File: src/rtl/serializador_if.sv
// rtl/serializador_if.sv - parallel word in, serial frame out, ack/status/error bundle
interface serializador_if #(
  parameter int WIDTH = 8
);
  logic [WIDTH-1:0] data_in;
  logic             data_valid_in;
  logic             data_ready_out;
  logic             data_out;
  logic             write_out;
  logic             ack_in;
  logic             status_out;
  logic             error_out;

  modport master (
    output data_in, data_valid_in, ack_in,
    input  data_ready_out, data_out, write_out, status_out, error_out
  );

  modport slave (
    input  data_in, data_valid_in, ack_in,
    output data_ready_out, data_out, write_out, status_out, error_out
  );
endinterface

File: src/rtl/serializador.sv
// rtl/serializador.sv - MSB-first word serializer with ack timeout, bounded retry and drop
module serializador #(
  parameter int WIDTH       = 8,
  parameter int ACK_TIMEOUT = 16,
  parameter int MAX_RETRY   = 2
) (
  input  logic          clk_100KHz,
  input  logic          reset,
  serializador_if.slave bus
);
  localparam int BW = $clog2(WIDTH + 1);
  localparam int TW = $clog2(ACK_TIMEOUT + 1);
  localparam int RW = (MAX_RETRY > 0) ? $clog2(MAX_RETRY + 1) : 1;

  typedef enum logic [1:0] {IDLE = 2'd0, SEND = 2'd1, WAIT_ACK = 2'd2} state_t;

  state_t           state, state_next;
  logic [WIDTH-1:0] hold_q, shift_q;
  logic [BW-1:0]    bit_cnt;
  logic [TW-1:0]    tmo_cnt;
  logic [RW-1:0]    retry_cnt;
  logic             armed_q, error_q;
  logic             ready, accept, last_bit, timeout, retry_ok, drop;

  // armed_q keeps ready low until the first edge after reset releases
  assign ready    = armed_q && (state == IDLE);
  assign accept   = ready && bus.data_valid_in;
  assign last_bit = (bit_cnt == BW'(WIDTH - 1));
  assign timeout  = (tmo_cnt == TW'(ACK_TIMEOUT - 1));
  assign retry_ok = (retry_cnt < RW'(MAX_RETRY));

  assign bus.data_ready_out = ready;
  assign bus.write_out      = (state == SEND);
  assign bus.data_out       = (state == SEND) ? shift_q[WIDTH-1] : 1'b0;
  assign bus.status_out     = (state != IDLE);
  assign bus.error_out      = error_q;

  always_ff @(posedge clk_100KHz or posedge reset) begin
    if (reset) begin
      state <= IDLE;
    end else begin
      state <= state_next;
    end
  end

  // ack wins over a coincident timeout
  always_comb begin
    state_next = state;
    drop       = 1'b0;
    case (state)
      IDLE: begin
        if (accept) state_next = SEND;
      end
      SEND: begin
        if (last_bit) state_next = WAIT_ACK;
      end
      WAIT_ACK: begin
        if (bus.ack_in) begin
          state_next = IDLE;
        end else if (timeout) begin
          if (retry_ok) begin
            state_next = SEND;
          end else begin
            state_next = IDLE;
            drop       = 1'b1;
          end
        end
      end
      default: state_next = IDLE;
    endcase
  end

  always_ff @(posedge clk_100KHz or posedge reset) begin
    if (reset) begin
      hold_q    <= '0;
      shift_q   <= '0;
      bit_cnt   <= '0;
      tmo_cnt   <= '0;
      retry_cnt <= '0;
      armed_q   <= 1'b0;
      error_q   <= 1'b0;
    end else begin
      armed_q <= 1'b1;
      error_q <= drop;
      case (state)
        IDLE: begin
          if (accept) begin
            hold_q    <= bus.data_in;
            shift_q   <= bus.data_in;
            bit_cnt   <= '0;
            retry_cnt <= '0;
          end
        end
        SEND: begin
          shift_q <= shift_q << 1;
          bit_cnt <= last_bit ? '0 : bit_cnt + 1'b1;
          tmo_cnt <= '0;
        end
        WAIT_ACK: begin
          if (!bus.ack_in && timeout && retry_ok) begin
            retry_cnt <= retry_cnt + 1'b1;
            shift_q   <= hold_q;
            tmo_cnt   <= '0;
          end else if (!timeout) begin
            tmo_cnt <= tmo_cnt + 1'b1;
          end
        end
        default: ;
      endcase
    end
  end
endmodule

File: src/flat_wrapper.sv
// flat-port wrapper written by rule: the top's interface ports become plain ports
module serializador_flat 
#(
  parameter int WIDTH       = 8,
  parameter int ACK_TIMEOUT = 16,
  parameter int MAX_RETRY   = 2
)
  (clk_100KHz, reset, bus_data_in, bus_data_valid_in, bus_ack_in, bus_data_ready_out, bus_data_out, bus_write_out, bus_status_out, bus_error_out);
  serializador_if #(.WIDTH(WIDTH)) bus_i ();
  input  logic clk_100KHz;
  input  logic reset;
  input wire logic [$bits(bus_i.data_in)-1:0] bus_data_in;
  input wire logic [$bits(bus_i.data_valid_in)-1:0] bus_data_valid_in;
  input wire logic [$bits(bus_i.ack_in)-1:0] bus_ack_in;
  output wire logic [$bits(bus_i.data_ready_out)-1:0] bus_data_ready_out;
  output wire logic [$bits(bus_i.data_out)-1:0] bus_data_out;
  output wire logic [$bits(bus_i.write_out)-1:0] bus_write_out;
  output wire logic [$bits(bus_i.status_out)-1:0] bus_status_out;
  output wire logic [$bits(bus_i.error_out)-1:0] bus_error_out;
  assign bus_i.data_in = bus_data_in;
  assign bus_i.data_valid_in = bus_data_valid_in;
  assign bus_i.ack_in = bus_ack_in;
  assign bus_data_ready_out = bus_i.data_ready_out;
  assign bus_data_out = bus_i.data_out;
  assign bus_write_out = bus_i.write_out;
  assign bus_status_out = bus_i.status_out;
  assign bus_error_out = bus_i.error_out;
  serializador #(.WIDTH(WIDTH), .ACK_TIMEOUT(ACK_TIMEOUT), .MAX_RETRY(MAX_RETRY)) u_core (.clk_100KHz(clk_100KHz), .reset(reset), .bus(bus_i));
endmodule
File: config.mk
export PLATFORM = sky130hd
export DESIGN_NAME = serializador_flat
export DESIGN_NICKNAME = d
export VERILOG_FILES = /design/src/rtl/serializador_if.sv /design/src/rtl/serializador.sv /design/src/flat_wrapper.sv
export SDC_FILE = /design/constraint.sdc
export NUM_CORES = 1
export LEC_CHECK = 0
export ABC_AREA = 1
export BUFFER_PORTS_ARGS = -buffer_cell sky130_fd_sc_hd__buf_2
export CORE_ASPECT_RATIO = 2
export CORE_MARGIN = 5
export CORE_UTILIZATION = 40
export CTS_CLUSTER_SIZE = 8
export DETAILED_ROUTE_END_ITERATION = 12
export SETUP_SLACK_MARGIN = 0.15
export SLEW_MARGIN = 5
export SYNTH_ARGS = -nofsm -noshare
export SYNTH_HDL_FRONTEND = slang
export SYNTH_SLANG_ARGS = --single-unit
export TNS_END_PERCENT = 100
File: constraint.sdc
create_clock -name clk_100KHz -period 4.6 [get_ports clk_100KHz]
set_input_delay 0.46 -clock clk_100KHz [delete_from_list [all_inputs] [get_ports clk_100KHz]]
set_output_delay 0.46 -clock clk_100KHz [all_outputs]
set_load 0.005 [all_outputs]
==> results.json <==
{
  "netlist_instances": 226,
  "drt-pass1-iter-count": 4,
  "maxSlewHeadroom_pct": 57.7,
  "post-route-cell-area_um2": 1940,
  "met2_length_mm": 2.00,
  "cts_max_level": 2,
  "finalWirelength_mm": 3.71,
  "fin_tns_setup_ps": 0,
  "cts_buffer_depth": 2,
  "p_int_mw": 0.673,
  "synth_cell_types": 22,
  "pwr-share-comb_pct": 44.2,
  "hpwlAfterDp_mm": 2.78,
  "wl_per_cell_um": 12.5,
  "clock_latency_ps": 280,
  "root_buffer": "clkbuf_8",
  "leakage_nw": 1.03,
  "worstSetupPathType": "reg -> out",
  "fillers": 473,
  "antennaDiodeCount": 0,
  "setup_violations": 0,
  "path_clk_slew_ps": 70,
  "slowest_stage": "ha_1",
  "final_antenna_net_count": 0,
  "clock_skew_ps": 5.39,
  "vias": 1491,
  "top_layer_used": "met4",
  "grt_antenna_before_repair": 0,
  "timing.final.crit_share_pct": 44.5,
  "cpPeakStageDelay_ps": 520,
  "path_cells": "inv_1, ha_1, nand2_1, inv_1, buf_2",
  "track_usage_pct": 13.1,
  "gr-total-overflow": 0,
  "synth_area_um2": 1760,
  "arrival_ps": 1590,
  "cts.sinks": 31,
  "numCtsBuffers": 5,
  "final.setup.worst_slack_ps": 2550,
  "multiInputGateArea_um2": 831,
  "drive_above_1_share_pct": 13.2,
  "grt_pass1_wl_mm": 6.16,
  "syn_avg_cell_area_um2": 7.80,
  "ios": 17,
  "path_common_cell": "inv_1",
  "postCtsSetupBuffers": 0,
  "p_per_area_nw_per_um2": 612,
  "syn_to_final_growth_pct": 10.4,
  "fmax_mhz": 488,
  "cp.required_ps": 4140,
  "period_minus_slack_ps": 2050,
  "synthesis.nets": 246,
  "die_h_um": 104,
  "power_frac_seq_pct": 35.9,
  "yosysSeqAreaShare_pct": 44.0,
  "worst_slew_pin_slew_ps": 635,
  "hp-class": "in -> async",
  "gp_congestion": 0.819,
  "dieArea_um2": 5910,
  "viasPerCell": 5.02,
  "met3_length_um": 160,
  "hold_violations": 0,
  "pre_cts_slack_ps": 2770,
  "drc": 0,
  "finalNetCount": 262,
  "critPathLaunchType": "flop",
  "final_common_cell": "nand2_1",
  "clkPwrFrac_pct": 19.8,
  "ys_warn_count": 0,
  "drv_cap": 0,
  "first_global_vias": 1452,
  "cts_tree": "yes",
  "endpoint_kind": "primary output",
  "drt-met1-wl_mm": 1.41,
  "final_cell_mix": "81 x nand2_1, 47 x nand3_1, 31 x dfrtp_1",
  "initial_core_util_pct": 41.0,
  "swShare_pct": 43.4,
  "dieWidth_um": 56.9,
  "drt_iter0_drc": 42,
  "final-seq-area_um2": 776,
  "portBuffers": 16,
  "core_region_area_um2": 4300,
  "place_area_um2": 1840,
  "ys_ff_latch": 31,
  "cp_top_family": "adder cells",
  "rsz0062_at_grt": "false",
  "cts_resized": 0,
  "crit_buf_inv": 3,
  "p_sw_mw": 0.517,
  "crit_fanout": 15,
  "grt_max_degree": 32,
  "ir_drop_uv": 412,
  "status": "complete, no violations",
  "slew_viol_final": 0,
  "core.rowCount": 34,
  "fin_hold_ws_ps": 250,
  "cts_hold_buf": 0
}
-- state kept, by name, indices dropped and copies added, names as in the netlist --
register              count
u_core.hold_q             8
u_core.shift_q            8
u_core.tmo_cnt            5
u_core.bit_cnt            4
u_core.retry_cnt          2
u_core.state              2
u_core.armed_q            1
u_core.bus.error_out      1
-- tightest hold or removal path, delay by kind of cell --
family                 cells  cell delay (ps)
buffers and inverters      3              490
-- metrics by stage --
step | std cells | utilization (%) | total power, mW
floorplan | 226 | - | 0.861
global placement | 289 | 42.9 | 0.953
detailed placement | 289 | 42.9 | 0.960
CTS | 297 | 45.3 | 1.20
global route | 297 | 45.3 | 1.30
finish | 297 | 45.3 | 1.19
-- kinds of logic (layout without fill, tap and decap cells) --
group,count (synthesis),count (layout),share of synthesized area (%)
other,1,1,0.213
adder cells (fa/ha/maj),8,8,5.68
AND/OR/NAND/NOR,145,145,37.3
flip-flops,31,31,44.0
XOR/XNOR,1,1,0.497
AO/OA/AOI/OAI,10,10,3.48
buffers and inverters,30,47,8.81
-- Yosys cell counts (all sizes together) --
| cell | count | area share [%] |
|---|---|---|
| xor2 | 1 | 0.50 |
| ha | 8 | 5.7 |
| o21ai | 7 | 2.0 |
| a22oi | 1 | 0.71 |
| nand4 | 3 | 1.1 |
| nand3 | 48 | 14 |
| a21oi | 2 | 0.78 |
| inv | 21 | 4.5 |
| dfrtp | 31 | 44 |
| nand2 | 84 | 19 |
| nor4 | 1 | 0.36 |
| buf | 8 | 4.1 |
| conb | 1 | 0.21 |
| nor2 | 9 | 2.3 |
| clkinv | 1 | 0.21 |
-- cell type report --
cell class	instances	share of cell area [%]
multi-input cells	165	42.7
flip-flops and latches	31	39.9
clock buffers	8	5.15
repair buffers	17	4.50
inverters	22	4.25
well taps	54	3.47
-- worst paths after layout --
check	from	endpoint	slack, ps	cells after the start
max	u_core.state[1]$_DFFE_PP0P_	bus_data_out	2550	5
min	reset	u_core.shift_q[0]$_DFFE_PP0P_	250	3
max reg2reg	u_core.state[0]$_DFFE_PP0P_	u_core.shift_q[5]$_DFFE_PP0P_	2760	7
min reg2reg	u_core.shift_q[4]$_DFFE_PP0P_	u_core.shift_q[4]$_DFFE_PP0P_	480	2
max in group asynchronous	reset	u_core.shift_q[5]$_DFFE_PP0P_	4040	3
min in group clk_100KHz	bus_ack_in	u_core.bus.error_out$_DFF_PP0_	380	2
-- power groups by stage --
stage / sequential (mW) / clock, mW / combinational [mW]
CTS: 0.427 / 0.243 / 0.530
global placement: 0.431 / 0 / 0.523
floorplan: 0.414 / 0 / 0.447
finish: 0.427 / 0.236 / 0.526
global route: 0.440 / 0.252 / 0.605
detailed placement: 0.431 / 0 / 0.529
-- per-layer routing --
layer	vias up	track usage (%)
met1	679	12.7
li1	754	-
met4	0	7.96
met3	13	2.48
met2	45	24.0
met5	-	0
Power figures use the tool's default switching activity.
